<file path="src/rtl/reg_file_sb.sv">
// reg_file_sb: integer register file with NRD combinational read ports,
// optional write-to-read bypass, hardwired-zero register 0, and a
// per-register scoreboard of pending writes with a registered pending count.
//
// Ports
//   clk_i       clock, all state updates on the rising edge
//   rst_i       synchronous active-high reset: data, busy bits and count -> 0
//   rd_addr_i   NRD read addresses, port k at [k*AW +: AW]
//   rd_data_o   NRD read data words, port k at [k*XLEN +: XLEN]
//   rd_busy_o   NRD busy flags, port k register has a pending write
//   wr_en_i     write strobe (writeback); clears the register's busy bit
//   wr_addr_i   write address
//   wr_data_i   write data
//   res_en_i    reserve strobe (decode); sets the register's busy bit
//   res_addr_i  register to reserve
//   flush_i     clears every busy bit and the count; data is untouched
//   pend_cnt_o  number of registers currently pending (registered)
//
// Strobe semantics: wr_en_i, res_en_i and flush_i are single-cycle
// qualifiers sampled at the rising edge; there is no back-pressure, every
// strobe present at an edge (outside reset) takes effect at that edge.
module reg_file_sb #(
  parameter  int XLEN     = 32,
  parameter  int NREGS    = 32,
  parameter  int NRD      = 2,
  parameter  int ZERO_REG = 1,
  parameter  int BYPASS   = 1,
  localparam int AW       = $clog2(NREGS)
) (
  input  logic              clk_i,
  input  logic              rst_i,
  input  logic [NRD*AW-1:0] rd_addr_i,
  output logic [NRD*XLEN-1:0] rd_data_o,
  output logic [NRD-1:0]    rd_busy_o,
  input  logic              wr_en_i,
  input  logic [AW-1:0]     wr_addr_i,
  input  logic [XLEN-1:0]   wr_data_i,
  input  logic              res_en_i,
  input  logic [AW-1:0]     res_addr_i,
  input  logic              flush_i,
  output logic [AW:0]       pend_cnt_o
);

  localparam logic [AW:0] CNT_ONE = (AW+1)'(1);

  logic [XLEN-1:0]  data_q [NREGS];
  logic [NREGS-1:0] busy_q;
  logic [AW:0]      cnt_q;

  logic wr_ok;
  logic res_ok;
  logic cnt_inc;
  logic cnt_dec;

  // Register 0 is not a legal target when it is hardwired to zero.
  assign wr_ok  = wr_en_i  && !((ZERO_REG != 0) && (wr_addr_i  == '0));
  assign res_ok = res_en_i && !((ZERO_REG != 0) && (res_addr_i == '0));

  // The count tracks bit transitions, not strobes: a reserve only counts if
  // it sets a clear bit, and a write only counts if it clears a set bit that
  // is not being re-reserved in the same cycle (reserve wins).
  assign cnt_inc = res_ok && !busy_q[res_addr_i];
  assign cnt_dec = wr_ok && busy_q[wr_addr_i] &&
                   !(res_ok && (res_addr_i == wr_addr_i));

  always_ff @(posedge clk_i) begin
    if (rst_i) begin
      for (int i = 0; i < NREGS; i++) begin
        data_q[i] <= '0;
      end
      busy_q <= '0;
      cnt_q  <= '0;
    end else begin
      if (wr_ok) begin
        data_q[wr_addr_i] <= wr_data_i;
      end
      if (flush_i) begin
        busy_q <= '0;
        cnt_q  <= '0;
      end else begin
        if (wr_ok) begin
          busy_q[wr_addr_i] <= 1'b0;
        end
        // Placed after the write clear so a same-register reserve wins.
        if (res_ok) begin
          busy_q[res_addr_i] <= 1'b1;
        end
        case ({cnt_inc, cnt_dec})
          2'b10:   cnt_q <= cnt_q + CNT_ONE;
          2'b01:   cnt_q <= cnt_q - CNT_ONE;
          default: cnt_q <= cnt_q;
        endcase
      end
    end
  end

  assign pend_cnt_o = cnt_q;

  // Read ports: zero register first, then the same-cycle write, then storage.
  // Reservations and flush are deliberately not forwarded.
  for (genvar k = 0; k < NRD; k++) begin : g_rd
    logic [AW-1:0]   addr;
    logic [XLEN-1:0] data;
    logic            busy;

    assign addr = rd_addr_i[k*AW +: AW];

    always_comb begin
      data = data_q[addr];
      busy = busy_q[addr];
      if ((ZERO_REG != 0) && (addr == '0)) begin
        data = '0;
        busy = 1'b0;
      end else if ((BYPASS != 0) && wr_ok && (wr_addr_i == addr)) begin
        data = wr_data_i;
        busy = 1'b0;
      end
    end

    assign rd_data_o[k*XLEN +: XLEN] = data;
    assign rd_busy_o[k]              = busy;
  end

endmodule

</file>
<file path="config.mk">
export PLATFORM = sky130hd
export DESIGN_NAME = reg_file_sb
export DESIGN_NICKNAME = d
export VERILOG_FILES = /design/src/rtl/reg_file_sb.sv
export SDC_FILE = /design/constraint.sdc
export NUM_CORES = 2
export LEC_CHECK = 0
export ABC_AREA = 1
export CAP_MARGIN = 20
export CORE_MARGIN = 2
export CORE_UTILIZATION = 45
export DETAILED_ROUTE_END_ITERATION = 12
export SYNTH_ARGS = -nofsm -noshare
export SYNTH_HDL_FRONTEND = slang
export SYNTH_SLANG_ARGS = --single-unit
</file>
<file path="constraint.sdc">
create_clock -name clk_i -period 4.7 [get_ports clk_i]
set_input_delay 0.94 -clock clk_i [delete_from_list [all_inputs] [get_ports clk_i]]
set_output_delay 0.94 -clock clk_i [all_outputs]
set_load 0.05 [all_outputs]
</file>
==> summary.md <==
| Metric | Value |
|---|---|
| Synthesized area per cell | `8.25 µm²` |
| Initial DRC count | `8,284` |
| Seq cells post-synth | `1,062` |
| Vias post-DR | `55,100` |
| Share of cells above drive strength 1 | `7.80%` |
| Final Skew | `13.6 ps` |
| CP Data Arrival Time | `3620 ps` |
| First-pass GRT wire length | `344,000 µm` |
| Async set-reset flop share out of synthesis | `0%` |
| Layout fillers | `12,200` |
| Worst R2R Path Depth | `14` |
| Pre-CTS setup slack | `132 ps` |
| Ports | `129` |
| First drt pass iteration count | `9` |
| Hold Vio Cnt, Final | `0` |
| Max Root-Sink Buffers | `3` |
| Die height | `369 µm` |
| PortBufs | `128` |
| Min Hold Slack | `485 ps` |
| P_leak | `26.5 nW` |
| Antenna violations before repair | `10` |
| Req. time, crit path | `3760 ps` |
| Wire per inst | `26.5 µm` |
| Vias per cell | `6.17` |
| CP startpoint kind | `input pin` |
| Critical path endpoint | `rd_data_o[55]` |
| Setup bufs post-CTS | `0` |
| Worst Setup End Kind | `primary output` |
| Largest net degree at the start of global routing | `189` |
| Root Buffer | `clkbuf_16` |
| HPWL after detailed placement | `137,000 µm` |
| Final Cycle Share | `96.9%` |
| Reg2reg end | `pend_cnt_o[3]$_SDFFE_PP0P_` |
| DRC Markers | `0` |
| PnR worst setup slack | `145 ps` |
| Routability congestion estimate | `0.944` |
| Max_cap viols | `0` |
| Post-synth EDFFs | `1,024` |
| Worst reg-to-reg setup slack | `2050 ps` |
| Initial core utilization | `45.4%` |
| Mapped Area | `59,800 µm²` |
| Setup TNS | `0 ps` |
| Peak supply drop | `0.297 mV` |
| Yosys warnings | `0` |
| Worst-margin pin slew | `1110 ps` |
| Worst Hold Launch | `busy_q[27]$_SDFF_PP0_` |
| Clock sinks | `1,062` |
| CTS tree | `yes` |
| Nets | `7,140` |
| Die Area | `136,000 µm²` |
| Die width | `369 µm` |
| RSZ-0062 raised after global routing | `no` |
| Classification of the worst setup path | `in2out` |
| H-tree levels | `3` |
| Worst-path maximum fanout | `16` |
| Status | `completed` |
| Max-slew violation count | `0` |
| Total core area | `132,000 µm²` |
| Total gr overflow | `0` |
| Row Count | `133` |
| Slew headroom | `25.7%` |
| Worst R2R Start | `busy_q[5]$_SDFF_PP0_` |
| Vias in the first global route | `51,200` |
| Seq/Total Area, Yosys | `52.7%` |
| Area grow syn2layout | `12.8%` |
| Synth Instances | `7,258` |
| Count of cell types in the netlist | `41` |
| DRT Wirelength | `237,000 µm` |
| Cts bufs inserted | `116` |
| HP Class | `reg2reg` |
| Peak Freq | `0.220 GHz` |
| Fin util | `51.2%` |
| Global-route usage over all layers | `34.1%` |
| Hold Buf Count CTS | `0` |
| Clock latency at the later pin of the worst-skew pair | `770 ps` |
| Worst-path clk slew | `50 ps` |
| Synth Flop Type | `edfxtp_1` |
| Pwr per Cell Area | `351 nW/µm²` |
| Critical Path Source | `wr_addr_i[1]` |
| Minimum clock period | `4560 ps` |
| Antenna violation net count after detailed routing | `0` |
| # setup viols final | `0` |
==> sequential cells by signal, indices dropped and copies added, names as in the netlist <==
signal	count
data_q	1024
busy_q	32
pend_cnt_o	6
==> cell usage after synthesis (2+ instances only) <==
| cell | count | share of area (%) |
|---|---|---|
| inv_1 | 546 | 3.4 |
| buf_6 | 5 | 0.094 |
| o21ai_0 | 346 | 2.9 |
| nand3_1 | 1132 | 9.5 |
| nor2_2 | 3 | 0.031 |
| clkinv_1 | 4 | 0.025 |
| dfxtp_1 | 38 | 1.3 |
| o211ai_1 | 552 | 6.9 |
| xnor2_1 | 7 | 0.10 |
| a21oi_1 | 269 | 2.2 |
| nand4_1 | 5 | 0.052 |
| nand2_2 | 2 | 0.021 |
| nor3_4 | 2 | 0.054 |
| xor2_1 | 8 | 0.12 |
| nor3_1 | 10 | 0.084 |
| clkbuf_1 | 328 | 2.1 |
| nand2_1 | 1363 | 8.5 |
| ha_1 | 5 | 0.10 |
| nor3_2 | 3 | 0.050 |
| o21a_1 | 2 | 0.025 |
| buf_2 | 265 | 2.2 |
| a22oi_1 | 16 | 0.20 |
| buf_1 | 65 | 0.41 |
| nor2_1 | 1200 | 7.5 |
| nor2_4 | 2 | 0.038 |
| or2_2 | 23 | 0.24 |
| inv_2 | 12 | 0.075 |
| buf_4 | 9 | 0.11 |
| edfxtp_1 | 1024 | 51 |
==> area by class of cell <==
| type | count | area [µm²] | share of cell area (%) |
|---|---|---|---|
| Sequential cell | 1062 | 31500 | 46.7 |
| Multi-Input combinational cell | 4991 | 23600 | 35.0 |
| Timing Repair Buffer | 342 | 4540 | 6.73 |
| Clock buffer | 151 | 3080 | 4.56 |
| Tap cell | 1755 | 2200 | 3.25 |
| Inverter | 564 | 2150 | 3.18 |
| Clock inverter | 59 | 408 | 0.604 |
| Antenna cell | 1 | 2.50 | 0.00371 |
==> worst max-delay path: stages <==
cell             delay [ps]
clkdlybuf4s50_1         810
inv_2                   120
nand2_1                  80
nand4_1                 160
nor3_4                  310
nand2_4                 250
inv_4                   350
buf_4                   230
nand2_1                  50
nand2_1                 120
buf_12                  150
==> per-stage QoR <==
stage	cell area, µm²	total power [mW]	std cells
floorplan	60000	13.5	7289
global placement	63600	15.0	8700
detailed placement	63700	15.1	8701
CTS	67200	23.6	8911
global route	67500	24.4	8924
finish	67500	23.7	8925
==> logic make-up after synthesis <==
group	count (synthesis)	share of synthesized area, %
AO/OA/AOI/OAI	1191	12.4
XOR/XNOR	15	0.220
adder cells (fa/ha/maj)	6	0.138
buffers and inverters	1236	8.43
flip-flops	1062	52.7
other	1	0.00627
AND/OR/NAND/NOR	3747	26.1
==> timing repair <==
action	4_1_cts	5_1_grt
resized for setup	0	1
hold endpoints to repair	0	0
endpoints found under the setup margin	0	3
==> worst min-delay path by stage <==
stage	to	cells after the start	slack [ps]
after floorplan	busy_q[0]$_SDFF_PP0_	2	440
final	busy_q[27]$_SDFF_PP0_	2	480
after CTS	busy_q[27]$_SDFF_PP0_	2	490
after global placement	busy_q[7]$_SDFF_PP0_	2	470
after detailed placement	busy_q[27]$_SDFF_PP0_	2	480
after global routing	busy_q[27]$_SDFF_PP0_	2	500
==> routing by layer <==
layer | vias to the layer above | global-route usage (%) | part of all wire [%]
li1 | 24300 | - | -
met1 | 26200 | 46.0 | 38
met2 | 3814 | 51.6 | 44
met3 | 737 | 7.89 | 13
met4 | 12 | 17.2 | 5.6
met5 | - | 0.214 | 0.045
==> cell usage in the layout (no fill, tap or decap), types with 4 or more instances in the layout <==
cell                n
nand2_1          1317
buf_16             12
o211ai_1          552
nor2_1           1200
inv_1             543
clkbuf_16         118
or2_2              23
nand3_2            15
inv_6               6
nand4_1             5
inv_4               4
o21ai_0           345
dfxtp_1            38
clkbuf_1           33
a22oi_1            16
nand3_1          1117
inv_2              10
edfxtp_1         1024
clkinv_1           31
buf_4             143
buf_12            125
buf_8               6
xor2_1              8
conb_1             32
nor3_1             10
nand2_2            48
bufinv_16           4
ha_1                5
a21oi_1           269
xnor2_1             7
clkdlybuf4s50_1    51
clkinv_2           19
==> power breakdown <==
part	switching, mW	internal (mW)
Clock	3.92	4.79
Combinational	2.73	1.20
Sequential	0.205	10.9
Total	6.85	16.9
(Power assumes the default switching activity.)
